[src/rtl/uart_tx_scheduler.sv]
// ---------------------------------------------------------------------------
// uart_tx_scheduler
//
// Round-robin scheduler that lets four byte requesters share one UART
// transmitter. In the idle state it grants one requester, acknowledges it and
// starts a transmit. When HEADER_EN is set, a source-ID header byte
// (8'hA0 | id) is sent before the data byte. After each tx_start the block
// waits for tx_busy. If tx_busy does not rise within TIMEOUT cycles, it sets a
// sticky error flag and abandons the frame.
//
// Parameters
//   N_REQ      number of requesters (fixed at 4, id width 2)
//   HEADER_EN  1: prefix every data byte with header 8'hA0 | id
//   TIMEOUT    cycles to wait for tx_busy after tx_start (2..255)
//
// Ports
//   CLOCK_125_p  in   block clock
//   reset        in   synchronous active-high reset
//   req          in   level request per requester, held until ack
//   req_data     in   byte of requester i on [8i+7:8i]
//   ack          out  one-cycle pulse, byte of requester i captured
//   tx_start     out  one-cycle start pulse to the UART transmitter
//   tx_data      out  byte being transmitted, stable until tx_done
//   tx_busy      in   UART transmitter busy
//   tx_done      in   one-cycle pulse at end of stop bit
//   cur_id       out  id of the current or most recent grantee
//   active       out  high whenever the scheduler is not idle
//   err_timeout  out  sticky busy-timeout flag, cleared only by reset
// ---------------------------------------------------------------------------
module uart_tx_scheduler #(
  parameter int N_REQ     = 4,
  parameter bit HEADER_EN = 1'b0,
  parameter int TIMEOUT   = 16
) (
  input  logic                 CLOCK_125_p,
  input  logic                 reset,
  input  logic [N_REQ-1:0]     req,
  input  logic [8*N_REQ-1:0]   req_data,
  output logic [N_REQ-1:0]     ack,
  output logic                 tx_start,
  output logic [7:0]           tx_data,
  input  logic                 tx_busy,
  input  logic                 tx_done,
  output logic [1:0]           cur_id,
  output logic                 active,
  output logic                 err_timeout
);

  localparam int             ID_W      = 2;
  localparam logic [7:0]     TIMEOUT_C = 8'(TIMEOUT);

  typedef enum logic [2:0] {
    ST_IDLE          = 3'd0,
    ST_HDR_WAIT_BUSY = 3'd1,
    ST_HDR_WAIT_DONE = 3'd2,
    ST_DAT_WAIT_BUSY = 3'd3,
    ST_DAT_WAIT_DONE = 3'd4
  } state_t;

  state_t              state_r;
  state_t              state_nxt_s;

  logic [ID_W-1:0]     ptr_r;
  logic [ID_W-1:0]     ptr_nxt_s;
  logic [7:0]          data_r;
  logic [7:0]          data_nxt_s;
  logic [7:0]          cnt_r;
  logic [7:0]          cnt_nxt_s;

  logic [N_REQ-1:0]    ack_r;
  logic [N_REQ-1:0]    ack_nxt_s;
  logic                tx_start_r;
  logic                tx_start_nxt_s;
  logic [7:0]          tx_data_r;
  logic [7:0]          tx_data_nxt_s;
  logic [ID_W-1:0]     cur_id_r;
  logic [ID_W-1:0]     cur_id_nxt_s;
  logic                active_r;
  logic                active_nxt_s;
  logic                err_timeout_r;
  logic                err_timeout_nxt_s;

  logic                grant_found_s;
  logic [ID_W-1:0]     grant_id_s;
  logic [7:0]          grant_byte_s;
  logic                timeout_hit_s;

  // Header byte announcing which requester the following data byte came from.
  function automatic logic [7:0] header_byte(input logic [ID_W-1:0] id);
    return 8'hA0 | {6'b000000, id};
  endfunction

  assign ack         = ack_r;
  assign tx_start    = tx_start_r;
  assign tx_data     = tx_data_r;
  assign cur_id      = cur_id_r;
  assign active      = active_r;
  assign err_timeout = err_timeout_r;

  // The wait counter starts at 0 in the cycle after tx_start. Reaching
  // TIMEOUT therefore fires on the (TIMEOUT+1)-th edge after the start pulse.
  assign timeout_hit_s = (cnt_r == TIMEOUT_C);

  // Round-robin search: the first asserted request at or after ptr wins,
  // wrapping naturally through the 2-bit index.
  always_comb begin
    logic [ID_W-1:0] idx;
    idx           = 2'd0;
    grant_found_s = 1'b0;
    grant_id_s    = 2'd0;
    for (int i = 0; i < N_REQ; i++) begin
      idx = ptr_r + i[ID_W-1:0];
      if (req[idx] && !grant_found_s) begin
        grant_found_s = 1'b1;
        grant_id_s    = idx;
      end else begin
        grant_id_s    = grant_id_s;
      end
    end
  end

  // Byte presented by the winning requester.
  assign grant_byte_s = req_data[{grant_id_s, 3'b000} +: 8];

  // State register.
  always_ff @(posedge CLOCK_125_p) begin
    if (reset) begin
      state_r <= ST_IDLE;
    end else begin
      state_r <= state_nxt_s;
    end
  end

  // Next-state logic. tx_done wins over tx_busy so that a missed busy edge
  // still completes the frame, and busy wins over a coincident timeout.
  always_comb begin
    state_nxt_s = state_r;
    case (state_r)
      ST_IDLE: begin
        if (grant_found_s) begin
          if (HEADER_EN) begin
            state_nxt_s = ST_HDR_WAIT_BUSY;
          end else begin
            state_nxt_s = ST_DAT_WAIT_BUSY;
          end
        end else begin
          state_nxt_s = ST_IDLE;
        end
      end
      ST_HDR_WAIT_BUSY: begin
        if (tx_done) begin
          state_nxt_s = ST_DAT_WAIT_BUSY;
        end else if (tx_busy) begin
          state_nxt_s = ST_HDR_WAIT_DONE;
        end else if (timeout_hit_s) begin
          state_nxt_s = ST_IDLE;
        end else begin
          state_nxt_s = ST_HDR_WAIT_BUSY;
        end
      end
      ST_HDR_WAIT_DONE: begin
        if (tx_done) begin
          state_nxt_s = ST_DAT_WAIT_BUSY;
        end else begin
          state_nxt_s = ST_HDR_WAIT_DONE;
        end
      end
      ST_DAT_WAIT_BUSY: begin
        if (tx_done) begin
          state_nxt_s = ST_IDLE;
        end else if (tx_busy) begin
          state_nxt_s = ST_DAT_WAIT_DONE;
        end else if (timeout_hit_s) begin
          state_nxt_s = ST_IDLE;
        end else begin
          state_nxt_s = ST_DAT_WAIT_BUSY;
        end
      end
      ST_DAT_WAIT_DONE: begin
        if (tx_done) begin
          state_nxt_s = ST_IDLE;
        end else begin
          state_nxt_s = ST_DAT_WAIT_DONE;
        end
      end
      default: begin
        state_nxt_s = ST_IDLE;
      end
    endcase
  end

  // Output and datapath next values. Every output is registered, so these
  // values appear one cycle after the decision.
  always_comb begin
    ack_nxt_s         = {N_REQ{1'b0}};
    tx_start_nxt_s    = 1'b0;
    tx_data_nxt_s     = tx_data_r;
    cur_id_nxt_s      = cur_id_r;
    ptr_nxt_s         = ptr_r;
    data_nxt_s        = data_r;
    cnt_nxt_s         = 8'd0;
    err_timeout_nxt_s = err_timeout_r;
    active_nxt_s      = (state_nxt_s != ST_IDLE);
    case (state_r)
      ST_IDLE: begin
        if (grant_found_s) begin
          ack_nxt_s[grant_id_s] = 1'b1;
          tx_start_nxt_s        = 1'b1;
          cur_id_nxt_s          = grant_id_s;
          ptr_nxt_s             = grant_id_s + 2'd1;
          data_nxt_s            = grant_byte_s;
          if (HEADER_EN) begin
            tx_data_nxt_s = header_byte(grant_id_s);
          end else begin
            tx_data_nxt_s = grant_byte_s;
          end
        end else begin
          tx_start_nxt_s = 1'b0;
        end
      end
      ST_HDR_WAIT_BUSY: begin
        if (tx_done) begin
          // Header finished without a visible busy phase; go on to data.
          tx_start_nxt_s = 1'b1;
          tx_data_nxt_s  = data_r;
        end else if (tx_busy) begin
          cnt_nxt_s = 8'd0;
        end else if (timeout_hit_s) begin
          // Header never started: the captured data byte is dropped as well.
          err_timeout_nxt_s = 1'b1;
        end else begin
          cnt_nxt_s = cnt_r + 8'd1;
        end
      end
      ST_HDR_WAIT_DONE: begin
        if (tx_done) begin
          tx_start_nxt_s = 1'b1;
          tx_data_nxt_s  = data_r;
        end else begin
          tx_start_nxt_s = 1'b0;
        end
      end
      ST_DAT_WAIT_BUSY: begin
        if (tx_done) begin
          cnt_nxt_s = 8'd0;
        end else if (tx_busy) begin
          cnt_nxt_s = 8'd0;
        end else if (timeout_hit_s) begin
          err_timeout_nxt_s = 1'b1;
        end else begin
          cnt_nxt_s = cnt_r + 8'd1;
        end
      end
      ST_DAT_WAIT_DONE: begin
        cnt_nxt_s = 8'd0;
      end
      default: begin
        cnt_nxt_s = 8'd0;
      end
    endcase
  end

  // Output and datapath registers.
  always_ff @(posedge CLOCK_125_p) begin
    if (reset) begin
      ack_r         <= {N_REQ{1'b0}};
      tx_start_r    <= 1'b0;
      tx_data_r     <= 8'h00;
      cur_id_r      <= 2'd0;
      active_r      <= 1'b0;
      err_timeout_r <= 1'b0;
      ptr_r         <= 2'd0;
      data_r        <= 8'h00;
      cnt_r         <= 8'd0;
    end else begin
      ack_r         <= ack_nxt_s;
      tx_start_r    <= tx_start_nxt_s;
      tx_data_r     <= tx_data_nxt_s;
      cur_id_r      <= cur_id_nxt_s;
      active_r      <= active_nxt_s;
      err_timeout_r <= err_timeout_nxt_s;
      ptr_r         <= ptr_nxt_s;
      data_r        <= data_nxt_s;
      cnt_r         <= cnt_nxt_s;
    end
  end

endmodule

[config.mk]
export PLATFORM = sky130hd
export DESIGN_NAME = uart_tx_scheduler
export DESIGN_NICKNAME = d
export VERILOG_FILES = /design/src/rtl/uart_tx_scheduler.sv
export SDC_FILE = /design/constraint.sdc
export NUM_CORES = 1
export LEC_CHECK = 0
export ABC_AREA = 1
export CAP_MARGIN = 20
export CELL_PAD_IN_SITES_DETAIL_PLACEMENT = 0
export CELL_PAD_IN_SITES_GLOBAL_PLACEMENT = 2
export CORE_UTILIZATION = 27
export CTS_BUF_LIST = sky130_fd_sc_hd__clkbuf_2
export CTS_CLUSTER_DIAMETER = 50
export DETAILED_ROUTE_END_ITERATION = 7
export PLACE_DENSITY_LB_ADDON = 0.12
export SLEW_MARGIN = 5
export SYNTH_ARGS = -nofsm -noshare
export SYNTH_HDL_FRONTEND = slang
export SYNTH_SLANG_ARGS = --single-unit
[constraint.sdc]
create_clock -name CLOCK_125_p -period 2.4 [get_ports CLOCK_125_p]
set_clock_uncertainty 0.2 [all_clocks]
set_input_delay 0.48 -clock CLOCK_125_p [delete_from_list [all_inputs] [get_ports CLOCK_125_p]]
set_output_delay 0.48 -clock CLOCK_125_p [all_outputs]
set_load 0.01 [all_outputs]
# After elaboration in Yosys (flattened, before gate mapping)
# Cells that the tools add are included.
[word_totals]
regBits = 38
latch_bits = 0
mem_bits_rw = 0
rom_bits = 0
in_bits = 40
out_inout_bits = 17
word_cells = 85
memories = 0
[op_classes]
n_addsub = 5
mul = 0
div_mod_pow = 0
order_cmp = 6
n_eq_ne = 7
shift = 1
mux = 34
bitwise = 5
reduce_logical = 17
[op_table]
columns = ["cell", "n"]
rows = [
  ["$shiftx A32 B6 Y8", 1],
  ["$mux W2", 8],
  ["$mux W8", 2],
  ["$pmux W8 S2", 1],
  ["$lt A2 B3 Y1 const B", 5],
  ["$pmux W3 S5", 1],
  ["$mux W1", 13],
  ["$mux W3", 3],
  ["$add A8 B1 Y8 const B", 1],
  ["$bmux W1 S2", 4],
  ["$eq A8 B5 Y1 const B", 1],
  ["$eq A3 B2 Y1 const B", 2],
  ["$not A1 Y1", 5],
  ["$reduce_or A5 Y1", 1],
  ["$add A2 B1 Y2 const B", 2],
  ["$add A2 B2 Y2 const B", 2],
  ["$logic_and A1 B1 Y1", 4],
  ["$reduce_and A4 Y1", 1],
  ["$reduce_or A2 Y1", 2],
  ["$eq A3 B1 Y1 const B", 1],
  ["$eq A3 B3 Y1 const B", 1],
  ["$logic_not A1 Y1", 3],
  ["$logic_not A3 Y1", 1],
  ["$reduce_and A3 Y1", 1],
  ["other kinds (9)", 9],
]

# Longest topological paths before layout
[depth]
ltp_word = 16
mapped_depth = 17
ltp_nobuf = 15

# Worst setup path before layout
# OpenSTA, ideal clock, no wires.
[synth_path]
kind = "input to register"
from = "in req[3]"
to = "reg ptr_r[1]"
setup_ns = 0.120
t_arrival_ns = 1.854
required_time_ns = 2.080
path_slack_ns = 0.226
path_stages = 12
n_path_buf = 1
cell_sequence = "inv_1 > nand2_1 > nand3_1 > nand2_2 > nor2_4 > nand3_4 > nand3_4 > buf_8 > inv_1 > ha_1 > o21ai_0 > a21oi_1"
[synth_between]
elab_chain_cells = 13
elab_cells_between_ends = 24
cone_classes = "add/sub (1); mux (16); reduce/logical (7)"
[synth_lines]
columns = ["element", "line", "source"]
rows = [
  ["start: declaration", "37", "input logic [N_REQ-1:0] req,"],
  ["$bmux W1 S2", "113", "if (req[idx] && !grant_found_s) begin"],
  ["$mux W1 (implied by the code)", "113", ""],
  ["$mux W1", "113", ""],
  ["$logic_not A1 Y1", "113", ""],
  ["$logic_and A1 B1 Y1", "113", ""],
  ["$mux W1", "113", ""],
  ["$logic_not A1 Y1", "113", ""],
  ["$logic_and A1 B1 Y1", "113", ""],
  ["$mux W1", "113", ""],
  ["$logic_not A1 Y1", "113", ""],
  ["$logic_and A1 B1 Y1", "113", ""],
  ["$mux W2 *", "113", ""],
  ["net grant_id_s[0]", "84", "logic [ID_W-1:0] grant_id_s;"],
  ["$add A2 B1 Y2 *", "210", "ptr_nxt_s = grant_id_s + 2'd1;"],
  ["end signal: assignment", "282", "ptr_r <= ptr_nxt_s;"],
  ["end: declaration", "63", "logic [ID_W-1:0] ptr_r;"],
]
# The timed path passes the listed nets; every way through them passes the cells marked *. The select of a mux whose other input is x is not followed.
# A chain may end at the register's enable or synchronous reset.

# Worst setup path after layout
# Same ends and word-level chain as after synthesis.

==> results_dict.tcl <==
set metrics [dict create \
    root_buffer "clkbuf_2" \
    swShare 0.484 \
    yosysWarnings 0 \
    antenna_left 0 \
    postCtsHoldBufs 0 \
    grt_pass1_vias 2316 \
    die_area_sq_um 8790 \
    synth_flop_cell "dfxtp_1" \
    leakage_nw 1.40 \
    final_cells 517 \
    netlist_instances 339 \
    worstSetupEndpoint "ptr_r[1]" \
    r2r_end "ptr_r[1]" \
    clock.fmax_ghz 0.458 \
    startpoint_type "input pin" \
    die_w_microns 93.8 \
    p_switching_w 0.00193 \
    p_int_w 0.00206 \
    cts_resized 0 \
    numCtsBuffers 5 \
    track_usage 0.154 \
    syn-num-nets 385 \
    cts_setup_buffers 0 \
    boundaryPins 57 \
    reg2regPathDepth 12 \
    fin_util 0.380 \
    overflow 0 \
    synth.avg_cell_area_sq_um 6.71 \
    routedWlPerCell_microns 12.2 \
    die_h_microns 93.8 \
    hold_viol_final 0 \
    rr_startpoint "ptr_r[0]" \
    crit_arrival_ns 2.26 \
    tightest_slew_ns 0.463 \
    clk_pin_slew_ns 0.19 \
    max-cap-violations 0 \
    yosysSeqAreaShare 0.335 \
    synth_largest_area_cell "dfxtp_1" \
    status "finished clean" \
    ir_worst_vdd_v 0.000448 \
    place_inst 509 \
    crit_type "input pin to register" \
    seqPwrFrac 0.233 \
    gp_congestion 0.845 \
    powerDensity_nw_per_um2 1280 \
    async_reset_ff_frac 0 \
    clk_latency_ns 0.36 \
    netlist_area_sq_um 2270 \
    htreeDepth 2 \
    remaining_drc_errors 0 \
    slew_headroom 0.691 \
    firstDrtPassIters 5 \
    drt-total-wl_mm 6.31 \
    rsz0062_at_grt "false" \
    grt_max_degree 17 \
    vias 2346 \
    row_count 33 \
    antenna_found_initial 0 \
    cts_sinks 38 \
    grt_pass1_wl_mm 10.7 \
    nets 457 \
    cts_tree "done" \
    area_growth_pct 36.8 \
    synth_top_area_share 0.335 \
    drtIter0Drc 82 \
    reg2reg_setup_slack_ns 0.24 \
    period_share 0.909 \
    p_clk_frac 0.070 \
    clockBufferDepth 2 \
    synth_most_common_cell "nand2_1" \
    drive_gt1_frac 0.141 \
    cp-end-kind "register" \
    ys_ff_latch 38 \
    required_ns 2.48 \
    setup_viol 0 \
    maxSlewViolCount 0 \
    synthTopCellsByArea "dfxtp_1 (33%), nand2_1 (13%), inv_1 (6.9%)" \
    power_frac_comb 0.697 \
    fin_crit_ns 2.18 \
    synth_cell_type_count 26 \
    core-area_sq_um 8180 \
    num_antenna_cells 0 \
    via_per_inst 4.54 \
    synth_edf_count 0 \
    critPathMaxFanout 3 \
    hpwl_mm 4.89 \
    worstHoldPathType "register to register" \
    place.port_buffers 56 \
    netlist_top_cells_count "nand2_1 (77), inv_1 (42), dfxtp_1 (38)" \
    crit_start "req[3]" \
    initial_utilization 0.278 \
]
[routing by layer]
metal / vias up / track usage / share of wire
met3: 6 / 0.0340 / 0.033
met1: 1047 / 0.192 / 0.46
met5: - / 0 / 0
met2: 41 / 0.270 / 0.49
met4: 0 / 0.0359 / 0.013
li1: 1252 / - / -
[final cells by class]
type                       instances  area, sq um
clock buffer                       6         30.0
clock inverter                     2         8.76
fill                             892         5060
inverter                          45          174
multi-input combinational        246         1270
sequential                        38          763
tap                              105          131
timing repair buffer              75          728
[state kept, by name, summed over array words and instances (netlist names)]
signal / cells
state_r: 3
tx_data: 8
ptr_r: 2
active: 1
tx_start: 1
cur_id: 2
err_timeout: 1
ack: 4
data_r: 8
cnt_r: 8
[worst max-delay path, stage by stage]
cell	delay (ns)
clkdlybuf4s50_1	0.48
inv_1	0.05
nand2_1	0.07
nand3_1	0.11
nand2_1	0.10
inv_1	0.09
nand3_1	0.09
nand3_1	0.07
nand2_1	0.08
clkinv_1	0.12
ha_1	0.30
o21ai_0	0.16
a21oi_1	0.05
[metrics by stage]
stage               setup slack (ns)  hold WS, ns  TNS [ns]  power (W)  area (sq um)
global placement              -0.173        0.244     -2.51    0.00377          3070
global route                  0.0200        0.312         0    0.00443          3110
CTS                           0.0598        0.290         0    0.00406          3110
floorplan                      0.226        0.230         0    0.00267          2270
detailed placement            -0.220        0.248     -3.05    0.00376          3070
finish                         0.217        0.282         0    0.00399          3110
[logic make-up after synthesis]
| kind of cell | count (synthesis) | synth area share |
|---|---|---|
| AOI/OAI and AO/OA | 41 | 0.0936 |
| and+or+nand+nor | 199 | 0.434 |
| DFF | 38 | 0.335 |
| buffers and inverters | 55 | 0.105 |
| adders and majority gates | 6 | 0.0330 |
[worst min path at each step]
stage,startpoint,to,slack [ns],cells after the start
after floorplan,cnt_r[0],cnt_r[0],0.23,1
after global routing,err_timeout,err_timeout,0.31,2
after CTS,err_timeout,err_timeout,0.29,2
after global placement,cnt_r[0],cnt_r[0],0.24,1
after detailed placement,cnt_r[0],cnt_r[0],0.25,1
final,err_timeout,err_timeout,0.28,2
[power groups by stage]
stage	Sequential, W	Clock (W)	Combinational, W
global placement	0.000946	0	0.00282
CTS	0.000928	0.000304	0.00283
detailed placement	0.000942	0	0.00282
floorplan	0.000958	0	0.00171
finish	0.000928	0.000281	0.00278
global route	0.000950	0.000332	0.00314
[placed cells by master (no fill, tap or decap)]
cell type,Yosys,layout
nand2_1,77,77
dfxtp_1,38,36
clkbuf_2,0,6
nor3b_1,4,4
dfxtp_2,0,2
buf_4,0,17
nor3_1,7,7
nor4_1,2,2
nand3_4,2,2
nand2_2,17,17
clkinv_2,0,1
a21oi_1,23,23
o21ai_0,14,14
nor2_4,1,1
inv_1,42,42
nor2_1,37,37
clkinv_1,2,3
nand3_1,24,24
buf_12,0,2
a31oi_1,1,1
clkdlybuf4s50_1,0,56
o21a_1,1,1
a41oi_1,1,1
inv_6,1,1
nand4_1,19,19
o21ai_1,1,1
ha_1,6,6
nand3_2,9,9
Note: power is estimated with default switching activity, not from simulation.
